**config.mk**
```make
export PLATFORM = sky130hd
export DESIGN_NAME = axis_fifo
export DESIGN_NICKNAME = d
export VERILOG_FILES = /design/src/rtl/axis_fifo.sv
export SDC_FILE = /design/constraint.sdc
export NUM_CORES = 1
export LEC_CHECK = 0
export ABC_AREA = 1
export BUFFER_PORTS_ARGS = -buffer_cell sky130_fd_sc_hd__buf_2
export CAP_MARGIN = 15
export CELL_PAD_IN_SITES_DETAIL_PLACEMENT = 0
export CELL_PAD_IN_SITES_GLOBAL_PLACEMENT = 1
export CORE_MARGIN = 5
export CORE_UTILIZATION = 49
export DETAILED_ROUTE_END_ITERATION = 7
export GPL_ROUTABILITY_DRIVEN = 0
export GPL_TIMING_DRIVEN = 0
export MAX_ROUTING_LAYER = met4
export PLACE_DENSITY = 0.86
export SLEW_MARGIN = 40
export SYNTH_ARGS = -nofsm -noshare
export SYNTH_HDL_FRONTEND = slang
export SYNTH_SLANG_ARGS = --single-unit
```
**constraint.sdc**
```tcl
create_clock -name aclk -period 2.3 [get_ports aclk]
set_input_delay 0.46 -clock aclk [delete_from_list [all_inputs] [get_ports aclk]]
set_output_delay 0.46 -clock aclk [all_outputs]
set_load 0.01 [all_outputs]
```
**src/rtl/axis_fifo.sv**
```systemverilog
// rtl/axis_fifo.sv - AXI-Stream FIFO with tkeep/tlast sideband and optional store-and-forward
// First-word fall-through storage; s_axis_tready is registered so m_axis_tready never reaches it combinationally.
module axis_fifo #(
   parameter int TDATA_BYTES = 1,
   parameter int DEPTH       = 16,
   parameter int PACKET_MODE = 0
) (
   input  logic                       aclk,
   input  logic                       aresetn,
   input  logic [TDATA_BYTES*8-1:0]   s_axis_tdata,
   input  logic [TDATA_BYTES-1:0]     s_axis_tkeep,
   input  logic                       s_axis_tlast,
   input  logic                       s_axis_tvalid,
   output logic                       s_axis_tready,
   output logic [TDATA_BYTES*8-1:0]   m_axis_tdata,
   output logic [TDATA_BYTES-1:0]     m_axis_tkeep,
   output logic                       m_axis_tlast,
   output logic                       m_axis_tvalid,
   input  logic                       m_axis_tready,
   output logic [$clog2(DEPTH):0]     fill_level
);

   localparam int AW = $clog2(DEPTH);
   localparam int CW = AW + 1;
   localparam int DW = TDATA_BYTES * 8;
   localparam int EW = DW + TDATA_BYTES + 1;
   localparam logic [CW-1:0] DEPTH_C = CW'(DEPTH);

   logic [EW-1:0]  mem [DEPTH];
   logic [AW-1:0]  wr_ptr;
   logic [AW-1:0]  rd_ptr;
   logic [CW-1:0]  count;
   logic [CW-1:0]  count_next;
   logic [CW-1:0]  pkt_cnt;
   logic           forced;
   logic           ready_q;
   logic           wr_en;
   logic           rd_en;
   logic           wr_tlast;
   logic           rd_tlast;
   logic           has_data;
   logic           release_ok;

   assign wr_en    = s_axis_tvalid && ready_q;
   assign rd_en    = m_axis_tvalid && m_axis_tready;
   assign wr_tlast = wr_en && s_axis_tlast;
   assign rd_tlast = rd_en && m_axis_tlast;

   assign {m_axis_tlast, m_axis_tkeep, m_axis_tdata} = mem[rd_ptr];

   // A full FIFO holding no complete packet must drain anyway or an oversize packet would deadlock.
   assign has_data      = (count != '0);
   assign release_ok    = (pkt_cnt != '0) || forced || (count == DEPTH_C);
   assign m_axis_tvalid = (PACKET_MODE != 0) ? (has_data && release_ok) : has_data;
   assign s_axis_tready = ready_q;
   assign fill_level    = count;

   always_comb begin
      count_next = count;
      if (wr_en && !rd_en)
         count_next = count + CW'(1);
      else if (rd_en && !wr_en)
         count_next = count - CW'(1);
   end

   always_ff @(posedge aclk) begin
      if (wr_en)
         mem[wr_ptr] <= {s_axis_tlast, s_axis_tkeep, s_axis_tdata};
   end

   always_ff @(posedge aclk or negedge aresetn) begin
      if (!aresetn) begin
         wr_ptr  <= '0;
         rd_ptr  <= '0;
         count   <= '0;
         pkt_cnt <= '0;
         forced  <= 1'b0;
         ready_q <= 1'b0;
      end else begin
         if (wr_en)
            wr_ptr <= wr_ptr + AW'(1);
         if (rd_en)
            rd_ptr <= rd_ptr + AW'(1);
         count   <= count_next;
         ready_q <= (count_next < DEPTH_C);

         if (wr_tlast && !rd_tlast)
            pkt_cnt <= pkt_cnt + CW'(1);
         else if (rd_tlast && !wr_tlast)
            pkt_cnt <= pkt_cnt - CW'(1);

         // Override latches at full-without-packet and holds until that packet's tlast leaves.
         if (forced)
            forced <= !rd_tlast;
         else
            forced <= (count == DEPTH_C) && (pkt_cnt == '0);
      end
   end

endmodule

```
==> Implementation_results.wiki, run 1 <==
{| class="wikitable"
! Metric !! Value
|-
| Run status || complete, but fails checks
|-
| Adder-cell share of the synthesized area || approximately 1.5%
|-
| Post-Synthesis Cell Area || around 7500 um2
|-
| Mean instance size in the synthesized netlist || ~11 um2
|-
| Number of cells in the design after placement || ~930
|-
| Placed standard-cell area || approximately 7900 um2
|-
| Power consumption || about 11,000 uW
|-
| Maximum number of pins on one net before global-route repair || 17
|-
| Number of DRC violations after detailed-routing iteration 0 || just over 400
|-
| Count of pins on the block boundary || 31
|-
| Minimum period implied by the final worst setup slack || 2.31 ns
|-
| Share of the synthesized area in compound gates (AO/OA/AOI/OAI) || about 2.2%
|-
| Violated checks || setup timing
|-
| Data arrival, critical path || between 1.5 and 2 ns
|-
| Remaining routing DRC violations || 0
|-
| Clock transition at the registers of the reported paths || around 0.06 ns
|-
| Count of mapped cells out of synthesis || 714
|-
| Final worst hold slack || approximately 0.38 ns
|-
| Worst min path class || input port to flop
|-
| Maximum buffer depth of the clock tree || 2
|-
| Worst Setup Start Kind || flop
|-
| Synth cell types || 24
|-
| Floorplan die height || 134 um
|-
| Detailed Place HPWL || 11,300 um
|-
| Number of antenna diodes || 0
|-
| Period Utilization, post-route || 101%
|-
| #FFs+latches synth || roughly 170
|-
| Area of the placeable core || around 15,000 um2
|-
| Die X || around 130 um
|-
| Synth area leader || sky130_fd_sc_hd__edfxtp_1
|-
| Critical path data required time || roughly 1.8 ns
|-
| Die area || 17,900 um2
|-
| Final cell count without fillers || 969
|-
| Worst reg2reg path endpoint || fill_level[0]$_DFFE_PN0P_
|-
| Vias per Instance || around 5.3
|-
| GR Overflow Total || 0
|-
| Area fraction in and, or, nand and nor cells after synthesis || ~22%
|-
| Main area contributors after synthesis || sky130_fd_sc_hd__edfxtp_1 (64%), sky130_fd_sc_hd__nand2_1 (14%), sky130_fd_sc_hd__dfrtp_1 (4.7%)
|-
| Fraction of synthesized cell area in xor and xnor cells || less than 1%
|-
| Warnings, synthesis || 0
|-
| Multiplexer share of the synthesized area || 0%
|-
| Total via count after detailed routing || around 5.1k
|-
| Worst max-slew margin expressed relative to the limit || 58.5%
|-
| Fraction of the yosys area taken by sequential cells || roughly 70%
|-
| H-tree levels || 4
|-
| Layout Nets || around 790
|-
| Cells traversed along the worst timing path || buf_6 -> buf_8 -> o211ai_1 -> nand3_2 -> nand2_2 -> nand2_1 -> buf_2
|-
| Transition time at the pin with the least slew margin || 0.622 ns
|-
| Number of port buffers || 30
|-
| Post-route clock skew || 0.00871 ns
|-
| Main combinational cell family by area after synthesis || simple AND/OR/NAND/NOR gates
|-
| Min-Delay Endpoint || rd_ptr[0]$_DFFE_PN0P_
|-
| Remaining antenna violation count after routing || 0
|-
| Worst hold path depth || 3
|-
| Max cap viols || 0
|-
| Total non-filler cell area in the finished layout || 8770 um2
|-
| Reported leakage power || 0.00358 uW
|-
| Number of endpoints with negative hold slack in the final report || 0
|-
| Maximum clock frequency || around 430 MHz
|-
| Worst setup slack before clock tree synthesis || -0.135 ns
|-
| Clock tree from TritonCTS || done
|-
| First-pass iteration count of the detailed router || 5
|-
| Cell at the root of the clock tree || sky130_fd_sc_hd__clkbuf_16
|-
| First-pass GRT wire length || roughly 27,000 um
|-
| Effective utilization at floorplan || 49.7%
|-
| FP Rows || between 40 and 50
|-
| Delay of the slowest cell on the worst path || between 0.4 and 0.5 ns
|-
| Category of the most critical setup path || flop to output pin
|-
| Worst voltage drop across the vdd grid || about 0.68 mV
|-
| Antenna violations before repair || 0
|-
| Slowest CP cell || sky130_fd_sc_hd__dfrtp_2
|-
| Critical path capture point type || output pin
|-
| Bufs and invs on worst path || 3
|-
| Total CTS buffers || 17
|-
| Startpoint of the worst hold path || m_axis_tready
|-
| Largest delay contributor family on the critical path || flip-flops
|-
| Final setup viols || 3
|-
| Proportion of layout cells with a drive suffix above 1 || a little under a fifth
|-
| CTS Sinks || approximately 170
|-
| Power Density || 1280 nW/um2
|-
| Top fanout value on the critical path || 10
|-
| Mean routed wirelength per cell || 18.0 um
|-
| Fraction of synthesized cell area taken by the top area cell type || between 60% and 70%
|-
| Post-route setup slack || -0.0124 ns
|-
| Final count of pins violating max slew || 0
|-
| Setup repair after global routing missed its margin || true
|-
| Source of the worst register-to-register timing path || fill_level[0]$_DFFE_PN0P_
|-
| Synth-to-layout area growth || 16.9%
|-
| Routed Wire Length || 17,400 um
|-
| Synth Net Count || around 740
|-
| Via count of the first global-routing pass || 4,998
|-
| Internal reg-to-reg setup slack || approximately 0.18 ns
|-
| Total Routing Usage GR || 20.5%
|-
| Clock latency on the worst-skew pair || approximately 0.43 ns
|-
| R2R cell count || 9
|}
repair_timing:
action | 4_1_cts | 5_1_grt
hold buffers | 1 | 0
buffers inserted | 2 | 0
gates resized for setup | 39 | 26
cloned | 1 | 1
setup endpoints to repair | 10 | 12
pin swaps | 17 | 7
hold endpoints to repair | 14 | 0
cells by family (layout without fill, tap and decap cells):
logic type	count (synthesis)	in the layout
AO/OA/AOI/OAI	27	27
XOR/XNOR	5	5
adder cells (fa/ha/maj)	9	9
buffers and inverters	89	156
flip-flops	174	174
AND/OR/NAND/NOR	410	410
how the worst max path moves through the flow:
| stage | cells past startpoint | slack (ns) | endpoint | start |
|---|---|---|---|---|
| 6_report | 7 | -0.01 | m_axis_tdata[4] | rd_ptr[0]$_DFFE_PN0P_ |
| 5_1_grt | 9 | -0.11 | m_axis_tkeep | rd_ptr[0]$_DFFE_PN0P_ |
| 4_1_cts | 9 | -0.02 | m_axis_tdata[7] | rd_ptr[0]$_DFFE_PN0P_ |
| 3_5_place_dp | 5 | -0.14 | mem[13][6]$_DFFE_PP_ | s_axis_tvalid |
| 3_3_place_gp | 3 | -0.08 | mem[11][1]$_DFFE_PP_ | s_axis_tvalid |
| 2_1_floorplan | 9 | 0.46 | fill_level[0]$_DFFE_PN0P_ | fill_level[0]$_DFFE_PN0P_ |
power breakdown:
part	leakage (uW)	internal (uW)	switching (uW)
Clock	0.000290	1810	1140
Combinational	0.00168	1450	2810
Sequential	0.00161	3860	197
Total	0.00358	7110	4150
worst reg2reg max path, delay by kind of cell (launching register included):
family	cells	cell delay, ns
simple gates	3	0.33
buf+inv	3	0.45
flops	1	0.42
fa+ha+maj	2	0.70
compound gates	1	0.09
layer usage:
layer | GRT usage (%) | up-vias | wire, um
li1 | - | 2459 | -
met1 | 24.3 | 2512 | 7160
met2 | 35.5 | 140 | 9060
met3 | 3.70 | 27 | 856
met4 | 6.57 | 0 | 351
met5 | - | - | 0
layout by cell type, fill, tap and decap left out, drive strengths merged:
master       instances
nand2              278
clkbuf              28
a21oi               11
inv                 58
dfrtp               14
dlygate4sd3          1
bufinv               4
or2                  2
edfxtp             160
o211ai              10
ha                   9
nor2                63
a22oi                1
buf                 57
xor2                 5
o21ai                5
nand4                2
nor3                 2
clkinv               6
clkinvlp             2
nand3               63
area by class of cell:
cell class / instances / area [um2]
inverter: 59 / 230
multi-input combinational: 451 / 2110
sequential: 174 / 5160
fill: 1241 / 6320
tap: 188 / 235
timing repair buffer: 36 / 201
clock buffer: 20 / 437
clock inverter: 11 / 166
buffer: 30 / 238
per-stage QoR:
| step | setup TNS (ns) | util (%) |
|---|---|---|
| 2_1_floorplan | 0 | - |
| 3_3_place_gp | -3.52 | 52.3 |
| 3_5_place_dp | -4.24 | 52.5 |
| 4_1_cts | -0.0449 | 57.4 |
| 5_1_grt | -0.676 | 58.1 |
| 6_report | -0.0280 | 58.1 |
sequential cells by signal, indices dropped and copies added, names as in the netlist, named ones only:
| signal | count |
|---|---|
| rd_ptr | 4 |
| wr_ptr | 4 |
| fill_level | 4 |
| s_axis_tready | 1 |
| mem | 160 |
Yosys cell counts:
library cell	number
sky130_fd_sc_hd__buf_2	13
sky130_fd_sc_hd__clkbuf_1	7
sky130_fd_sc_hd__nor2_2	1
sky130_fd_sc_hd__dfrtp_1	14
sky130_fd_sc_hd__o21ai_0	5
sky130_fd_sc_hd__a21oi_1	11
sky130_fd_sc_hd__xor2_1	5
sky130_fd_sc_hd__a22oi_1	1
sky130_fd_sc_hd__edfxtp_1	160
sky130_fd_sc_hd__nand2_2	1
sky130_fd_sc_hd__nor2_1	62
sky130_fd_sc_hd__ha_1	9
sky130_fd_sc_hd__buf_4	7
sky130_fd_sc_hd__or2_2	2
sky130_fd_sc_hd__nand3_1	62
sky130_fd_sc_hd__nand4_1	2
sky130_fd_sc_hd__inv_1	58
sky130_fd_sc_hd__o211ai_1	10
sky130_fd_sc_hd__buf_6	2
sky130_fd_sc_hd__nor3_1	2
sky130_fd_sc_hd__inv_2	1
sky130_fd_sc_hd__nand2_1	277
sky130_fd_sc_hd__buf_1	1
sky130_fd_sc_hd__nand3_2	1
(Power assumes the default switching activity.)
==> run 2: changes to the inputs <==
--- a/config.mk
+++ b/config.mk
@@ -17,6 +17,7 @@
 export GPL_TIMING_DRIVEN = 0
 export MAX_ROUTING_LAYER = met4
 export PLACE_DENSITY = 0.86
+export RECOVER_POWER = 25
 export SLEW_MARGIN = 40
 export SYNTH_ARGS = -nofsm -noshare
 export SYNTH_HDL_FRONTEND = slang
==> run 2 against run 1 <==
Against the previous run:
- the run still ends with setup timing left
- clock skew is essentially flat
- hold slack worse by 0.00053 ns
- total power hardly changed
- count of clock-buffer cells in the layout unchanged
- global-route usage stayed put
- utilization is essentially flat
- routed wire length about the same
- sequential power about the same
- non-clock buffer count is the same
- critical path depth is the same
- via count is 0.90% lower
- cell area about the same
- critical endpoint is now m_axis_tdata[6]
==> Implementation_results.wiki, run 2 (synthesized netlist as in run 1, its figures left out) <==
{| class="wikitable"
! Metric !! Value
|-
| Run status || complete, but fails checks
|-
| Violated checks || setup timing
|-
| CTS Sinks || 174 (unchanged)
|-
| Total non-filler cell area in the finished layout || 8760 um2 (about the same)
|-
| Clock share of power || 26.2% (about the same)
|-
| Post-Route M1 WL || 7340 um (+2.5%)
|-
| Sw power || 4160 uW (+0.21%)
|-
| Switching Fraction || 36.9% (+0.052 points)
|-
| Number of DRC violations after detailed-routing iteration 0 || 345 (-15%)
|-
| R2R cell count || 9 (unchanged)
|-
| Floorplan die height || 134 um (unchanged)
|-
| Slowest CP cell || sky130_fd_sc_hd__dfrtp_2
|-
| Number of port buffers || 30 (unchanged)
|-
| GR Overflow Total || 0 (unchanged)
|-
| Number of cells in the design after placement || 933 (unchanged)
|-
| Maximum number of pins on one net before global-route repair || 17 (unchanged)
|-
| Source of the worst register-to-register timing path || fill_level[0]$_DFFE_PN0P_
|-
| Effective utilization at floorplan || 49.7% (unchanged)
|-
| Portion of total power attributed to combinational logic || 37.8% (about the same)
|-
| Cell at the root of the clock tree || sky130_fd_sc_hd__clkbuf_16
|-
| Max cap viols || 0 (unchanged)
|-
| Maximum clock frequency || 430 MHz (-0.54%)
|-
| Area of the placeable core || 15,100 um2 (unchanged)
|-
| Die area || 17,900 um2 (unchanged)
|-
| Startpoint of the worst hold path || m_axis_tready
|-
| Final count of pins violating max slew || 0 (unchanged)
|-
| Proportion of layout cells with a drive suffix above 1 || 17.4% (-0.77 points)
|-
| Final worst hold slack || 0.379 ns (-0.000528 ns)
|-
| Remaining routing DRC violations || 0 (unchanged)
|-
| Placed standard-cell area || 7930 um2 (unchanged)
|-
| Number of flip-flops under the largest register name || 160 (unchanged)
|-
| Count of pins on the block boundary || 31 (unchanged)
|-
| Clock tree from TritonCTS || done
|-
| Top fanout value on the critical path || 10 (unchanged)
|-
| Largest Register || mem
|-
| Critical path capture point type || output pin
|-
| Post-route setup slack || -0.0250 ns (-0.0126 ns)
|-
| Routed Wire Length || 17,400 um (about the same)
|-
| Die X || 134 um (unchanged)
|-
| Finished Core Util || 58.1% (about the same)
|-
| Worst max-slew margin expressed relative to the limit || 40.8% (-18 points)
|-
| Delay of the slowest cell on the worst path || 0.46 ns (about the same)
|-
| Critical path data required time || 1.84 ns (about the same)
|-
| Vias per Instance || 5.25 (-0.90%)
|-
| Clock transition at the registers of the reported paths || 0.06 ns (about the same)
|-
| Minimum period implied by the final worst setup slack || 2.33 ns (+0.0126 ns)
|-
| Antenna violations before repair || 0 (unchanged)
|-
| Remaining antenna violation count after routing || 0 (unchanged)
|-
| Worst setup slack before clock tree synthesis || -0.135 ns (unchanged)
|-
| Clock latency on the worst-skew pair || 0.43 ns (about the same)
|-
| Data arrival, critical path || 1.87 ns (+0.02 ns)
|-
| Top routing layer in use || met4
|-
| Met3 layer wire length in the routed design || 721 um (-16%)
|-
| Detailed Place HPWL || 11,300 um (unchanged)
|-
| Total Routing Usage GR || 20.5% (unchanged)
|-
| Total CTS buffers || 17 (unchanged)
|-
| Internal reg-to-reg setup slack || 0.19 ns (about the same)
|-
| Layout Nets || 792 (unchanged)
|-
| Mean routed wirelength per cell || 18.0 um (about the same)
|-
| Synth-to-layout area growth || 16.8% (about the same)
|-
| First-pass GRT wire length || 26,600 um (unchanged)
|-
| Internal power || 7110 uW (about the same)
|-
| Maximum buffer depth of the clock tree || 2 (unchanged)
|-
| Most common cell after layout, fill and taps aside || sky130_fd_sc_hd__nand2_1
|-
| Number of endpoints with negative hold slack in the final report || 0 (unchanged)
|-
| Total via count after detailed routing || 5,092 (-0.90%)
|-
| First-pass iteration count of the detailed router || 4 (-1)
|-
| Most used cells in the layout excluding fill and tap cells || sky130_fd_sc_hd__nand2_1 (269), sky130_fd_sc_hd__edfxtp_1 (160), sky130_fd_sc_hd__nand3_1 (58), sky130_fd_sc_hd__inv_1 (57), sky130_fd_sc_hd__nor2_1 (38)
|-
| Final setup viols || 4 (+1)
|-
| Category of the most critical setup path || flop to output pin
|-
| Via count of the first global-routing pass || 4,998 (unchanged)
|-
| Worst voltage drop across the vdd grid || 0.683 mV (about the same)
|-
| Min-Delay Endpoint || rd_ptr[0]$_DFFE_PN0P_
|-
| Final cell count without fillers || 969 (unchanged)
|-
| Period Utilization, post-route || 101% (+0.55 points)
|-
| Seq pwr share || 36.0% (about the same)
|-
| H-tree levels || 4 (unchanged)
|-
| Worst min path class || input port to flop
|-
| Reported leakage power || 0.00357 uW (-0.46%)
|-
| Number of antenna diodes || 0 (unchanged)
|-
| Cell depth of the worst setup path || 7 (unchanged)
|-
| Cells traversed along the worst timing path || buf_6 -> buf_8 -> o211ai_1 -> nand3_2 -> nand2_2 -> nand2_1 -> buf_2
|-
| Setup repair after global routing missed its margin || true
|-
| Post-route clock skew || 0.00914 ns (+0.000436 ns)
|-
| Bufs and invs on worst path || 3 (unchanged)
|-
| Transition time at the pin with the least slew margin || 0.887 ns (+0.266 ns)
|-
| Worst hold path depth || 3 (unchanged)
|-
| Power Density || 1290 nW/um2 (+0.16%)
|-
| Largest delay contributor family on the critical path || flip-flops
|-
| Worst reg2reg path endpoint || fill_level[0]$_DFFE_PN0P_
|-
| Met2 Routed Length || 9020 um (-0.45%)
|-
| FP Rows || 45 (unchanged)
|-
| Worst Setup Start Kind || flop
|}
-- run 2: changes by cell type in the layout (fill, tap and decap cells not counted) --
cell / before / now
sky130_fd_sc_hd__clkbuf_1: 5 / 11
sky130_fd_sc_hd__buf_2: 35 / 29
-- run 2: area by class of cell --
cell class                 count  area, um2
sequential                   174       5160
clock buffer                  20        437
fill                        1241       6330
clock inverter                11        166
inverter                      59        230
buffer                        30        238
multi-input combinational    451       2110
timing repair buffer          36        194
tap                          188        235
-- run 2: repair_timing --
| action | in CTS | in global routing |
|---|---|---|
| endpoints found under the setup margin | 10 | 12 |
| resized for setup | 39 | 26 |
| hold buffers | 1 | 0 |
| pin swaps | 17 | 7 |
| cloned | 1 | 1 |
| buffers inserted | 2 | 0 |
| endpoints found under the hold margin | 14 | 0 |
-- run 2: worst register-to-register path: stages (launching register included) --
cell and delay [ns]:
sky130_fd_sc_hd__dfrtp_1 0.42, sky130_fd_sc_hd__inv_1 0.15, sky130_fd_sc_hd__ha_2 0.25, sky130_fd_sc_hd__nand3_2 0.10, sky130_fd_sc_hd__nand2_2 0.13, sky130_fd_sc_hd__clkinvlp_4 0.19
sky130_fd_sc_hd__ha_2 0.44, sky130_fd_sc_hd__inv_1 0.11, sky130_fd_sc_hd__nand3_1 0.09, sky130_fd_sc_hd__o21ai_0 0.09
-- run 2: worst max-delay path by stage --
stage	from	end	slack, ns
3_5_place_dp	s_axis_tvalid	mem[13][6]$_DFFE_PP_	-0.14
2_1_floorplan	fill_level[0]$_DFFE_PN0P_	fill_level[0]$_DFFE_PN0P_	0.46
3_3_place_gp	s_axis_tvalid	mem[11][1]$_DFFE_PP_	-0.08
4_1_cts	rd_ptr[0]$_DFFE_PN0P_	m_axis_tdata[7]	-0.02
6_report	rd_ptr[0]$_DFFE_PN0P_	m_axis_tdata[6]	-0.03
5_1_grt	rd_ptr[0]$_DFFE_PN0P_	m_axis_tkeep	-0.11
-- run 2: stage by stage --
step,total power [uW],setup TNS [ns]
after CTS,11100,-0.0449
final,11300,-0.0606
after floorplan,6610,0
after global routing,11900,-0.676
after global placement,7810,-3.52
after detailed placement,7940,-4.24
-- run 2: power groups by stage --
stage | Sequential (uW) | Combinational (uW) | Clock [uW]
2_1_floorplan | 4070 | 2540 | 0
3_3_place_gp | 4080 | 3730 | 0
3_5_place_dp | 4100 | 3850 | 0
4_1_cts | 4050 | 4110 | 2970
5_1_grt | 4080 | 4690 | 3110
6_report | 4060 | 4260 | 2950
-- run 2: per-layer routing --
layer / vias to the layer above / GRT usage [%]
met1: 2474 / 24.3
met5: - / -
met3: 25 / 3.70
li1: 2460 / -
met4: 0 / 6.57
met2: 133 / 35.5
==> run 3: changes to the inputs <==
--- a/config.mk
+++ b/config.mk
@@ -6,17 +6,18 @@
 export NUM_CORES = 1
 export LEC_CHECK = 0
 export ABC_AREA = 1
-export BUFFER_PORTS_ARGS = -buffer_cell sky130_fd_sc_hd__buf_2
 export CAP_MARGIN = 15
 export CELL_PAD_IN_SITES_DETAIL_PLACEMENT = 0
 export CELL_PAD_IN_SITES_GLOBAL_PLACEMENT = 1
-export CORE_MARGIN = 5
-export CORE_UTILIZATION = 49
+export CORE_MARGIN = 10
+export CORE_UTILIZATION = 53
+export CTS_BUF_LIST = sky130_fd_sc_hd__clkbuf_4 sky130_fd_sc_hd__clkbuf_8
 export DETAILED_ROUTE_END_ITERATION = 7
+export DONT_BUFFER_PORTS = 1
 export GPL_ROUTABILITY_DRIVEN = 0
 export GPL_TIMING_DRIVEN = 0
 export MAX_ROUTING_LAYER = met4
-export PLACE_DENSITY = 0.86
+export PLACE_DENSITY = 0.89
 export RECOVER_POWER = 25
 export SLEW_MARGIN = 40
 export SYNTH_ARGS = -nofsm -noshare
==> run 3 against run 2 <==
Against the previous run:
- the run now ends clean
- maximum frequency grew 1.9%
- largest power group unchanged
- global-route usage shrank 2.0 points
- clock skew shrank 0.0024 ns
- highest routed layer unchanged
- cell area shrank 3.1%
- critical path depth shrank 1
- critical path type unchanged
==> Implementation_results.wiki, run 3 (synthesized netlist as in run 1, its figures left out) <==
{| class="wikitable"
! Metric !! Value
|-
| Area of the placeable core || 13,900 um2 (-8.0%)
|-
| Number of endpoints with negative hold slack in the final report || 0 (unchanged)
|-
| Final worst hold slack || 0.0782 ns (-0.300 ns)
|-
| Total CTS buffers || 17 (unchanged)
|-
| Routed Wire Length || 17,700 um (+1.5%)
|-
| Total via count after detailed routing || 5,091 (-0.020%)
|-
| Transition time at the pin with the least slew margin || 0.785 ns (-0.102 ns)
|-
| Category of the most critical setup path || flop to output pin
|-
| FP Rows || 43 (-4.4%)
|-
| Remaining antenna violation count after routing || 0 (unchanged)
|-
| First-pass GRT wire length || 26,500 um (-0.49%)
|-
| Setup repair after global routing missed its margin || true
|-
| Placed standard-cell area || 7760 um2 (-2.1%)
|-
| Worst Setup Start Kind || flop
|-
| Finished Core Util || 61.2% (+3.1 points)
|-
| Maximum buffer depth of the clock tree || 2 (unchanged)
|-
| Final cell count without fillers || 933 (-3.7%)
|-
| CTS Sinks || 174 (unchanged)
|-
| Count of pins on the block boundary || 31 (unchanged)
|-
| Detailed Place HPWL || 11,300 um (+0.39%)
|-
| Clock latency on the worst-skew pair || 0.47 ns (+0.04 ns)
|-
| Die area || 19,300 um2 (+8.0%)
|-
| Layout Nets || 763 (-3.7%)
|-
| Most used cells in the layout excluding fill and tap cells || sky130_fd_sc_hd__nand2_1 (251), sky130_fd_sc_hd__edfxtp_1 (160), sky130_fd_sc_hd__inv_1 (55), sky130_fd_sc_hd__nand3_1 (50), sky130_fd_sc_hd__nor2_1 (42)
|-
| Total non-filler cell area in the finished layout || 8490 um2 (-3.1%)
|-
| Final setup viols || 0 (-4)
|-
| Reported leakage power || 0.00339 uW (-4.9%)
|-
| Worst voltage drop across the vdd grid || 0.728 mV (+6.7%)
|-
| Total Routing Usage GR || 18.5% (-2.0 points)
|-
| Critical path capture point type || output pin
|-
| Die X || 139 um (+3.9%)
|-
| Number of antenna diodes || 0 (unchanged)
|-
| Cell at the root of the clock tree || sky130_fd_sc_hd__clkbuf_8
|-
| Number of port buffers || 0 (-100%)
|-
| Proportion of layout cells with a drive suffix above 1 || 18.6% (+1.2 points)
|-
| Power Density || 1210 nW/um2 (-5.6%)
|-
| Max cap viols || 0 (unchanged)
|-
| Worst min path class || input port to flop
|-
| Final count of pins violating max slew || 0 (unchanged)
|-
| Synth-to-layout area growth || 13.1%
|-
| Run status || finished clean
|-
| Via count of the first global-routing pass || 4,868 (-2.6%)
|-
| Effective utilization at floorplan || 54.1% (+4.3 points)
|-
| Number of flip-flops under the largest register name || 160 (unchanged)
|-
| H-tree levels || 4 (unchanged)
|-
| Top fanout value on the critical path || 6 (-4)
|-
| Clock tree from TritonCTS || done
|-
| Critical path data required time || 1.84 ns (about the same)
|-
| Post-route setup slack || 0.0194 ns (+0.0444 ns)
|-
| Maximum clock frequency || 438 MHz (+1.9%)
|-
| Minimum period implied by the final worst setup slack || 2.28 ns (-0.0444 ns)
|-
| Maximum number of pins on one net before global-route repair || 17 (unchanged)
|-
| Vias per Instance || 5.46 (+3.8%)
|-
| GR Overflow Total || 0 (unchanged)
|-
| Worst max-slew margin expressed relative to the limit || 47.5% (+6.7 points)
|-
| Most common cell after layout, fill and taps aside || sky130_fd_sc_hd__nand2_1
|-
| Largest Register || mem
|-
| Antenna violations before repair || 0 (unchanged)
|-
| Mean routed wirelength per cell || 19.0 um (+5.4%)
|-
| Remaining routing DRC violations || 0 (unchanged)
|-
| Number of DRC violations after detailed-routing iteration 0 || 484 (+40%)
|-
| Period Utilization, post-route || 99.2% (-1.9 points)
|-
| Post-route clock skew || 0.00677 ns (-0.00238 ns)
|-
| Data arrival, critical path || 1.82 ns (-0.05 ns)
|-
| Clock transition at the registers of the reported paths || 0.09 ns (+0.03 ns)
|-
| Worst setup slack before clock tree synthesis || 0.0548 ns (+0.190 ns)
|-
| First-pass iteration count of the detailed router || 5 (+1)
|-
| Number of cells in the design after placement || 894 (-4.2%)
|-
| Floorplan die height || 139 um (+3.9%)
|}
[run 3: cell count changes in the layout (fill, tap and decap cells not counted), moves of 4 or more]
| cell | previous run | this run |
|---|---|---|
| sky130_fd_sc_hd__clkbuf_16 | 17 | 1 |
| sky130_fd_sc_hd__nand3_2 | 5 | 13 |
| sky130_fd_sc_hd__nand2_1 | 269 | 251 |
| sky130_fd_sc_hd__clkinv_2 | 1 | 6 |
| sky130_fd_sc_hd__buf_2 | 29 | 2 |
| sky130_fd_sc_hd__clkbuf_8 | 0 | 17 |
| sky130_fd_sc_hd__nand2_2 | 9 | 27 |
| sky130_fd_sc_hd__nand3_1 | 58 | 50 |
| sky130_fd_sc_hd__clkbuf_1 | 11 | 1 |
| sky130_fd_sc_hd__nor2_1 | 38 | 42 |
[run 3: what timing repair did]
action	4_1_cts	5_1_grt
gates resized for setup	38	58
hold buffers	1	0
cloned	1	1
setup buffers	1	3
pin swaps	8	20
hold endpoints to repair	14	0
setup endpoints to repair	10	16
[run 3: layout make-up]
cell class	instances	area, um2
Tap cell	180	225
Multi-Input combinational cell	451	2180
Sequential cell	174	5160
Timing Repair Buffer	7	76.3
Fill cell	1131	5390
Clock buffer	17	234
Clock inverter	15	121
Inverter	59	230
Buffer	30	269
[run 3: worst paths after layout]
check                      slack [ns]                    endpoint                     from  depth (start not counted)
setup / recovery                 0.02                m_axis_tkeep    rd_ptr[0]$_DFFE_PN0P_                          6
hold / removal                   0.08         mem[0][8]$_DFFE_PP_             s_axis_tkeep                          0
setup reg to reg                 0.09         mem[6][4]$_DFFE_PP_  s_axis_tready$_DFF_PN0_                          4
hold reg to reg                  0.53       wr_ptr[3]$_DFFE_PN0P_    wr_ptr[3]$_DFFE_PN0P_                          1
max in group asynchronous        1.25       rd_ptr[0]$_DFFE_PN0P_                  aresetn                          1
min in group asynchronous        0.51  asynchronous set/reset pin                  aresetn                          1
[run 3: worst max-delay path: stages, from the launching register on]
cell                        delay [ns]
sky130_fd_sc_hd__dfrtp_2          0.46
sky130_fd_sc_hd__buf_6            0.17
sky130_fd_sc_hd__clkbuf_16        0.15
sky130_fd_sc_hd__o211ai_1         0.21
sky130_fd_sc_hd__nand3_2          0.15
sky130_fd_sc_hd__nand2_2          0.11
sky130_fd_sc_hd__nand2_2          0.09
[run 3: stage by stage]
stage | power (uW) | setup TNS (ns)
after detailed placement | 7700 | 0
after CTS | 9860 | 0
final | 10300 | 0
after global routing | 10900 | -0.245
after floorplan | 6610 | 0
after global placement | 7560 | 0
[run 3: per-layer routing]
metal / track usage (%) / up-vias / wire, um
li1: - / 2400 / -
met1: 22.5 / 2485 / 7390
met2: 29.2 / 172 / 8690
met3: 4.08 / 34 / 1170
met4: 7.74 / 0 / 435
met5: - / - / 0
[run 3: power by group]
part	leakage [uW]	switching (uW)	internal (uW)
registers	0.00161	224	3850
logic	0.00160	2850	1440
clock network	0.000179	1100	845
total	0.00339	4170	6140
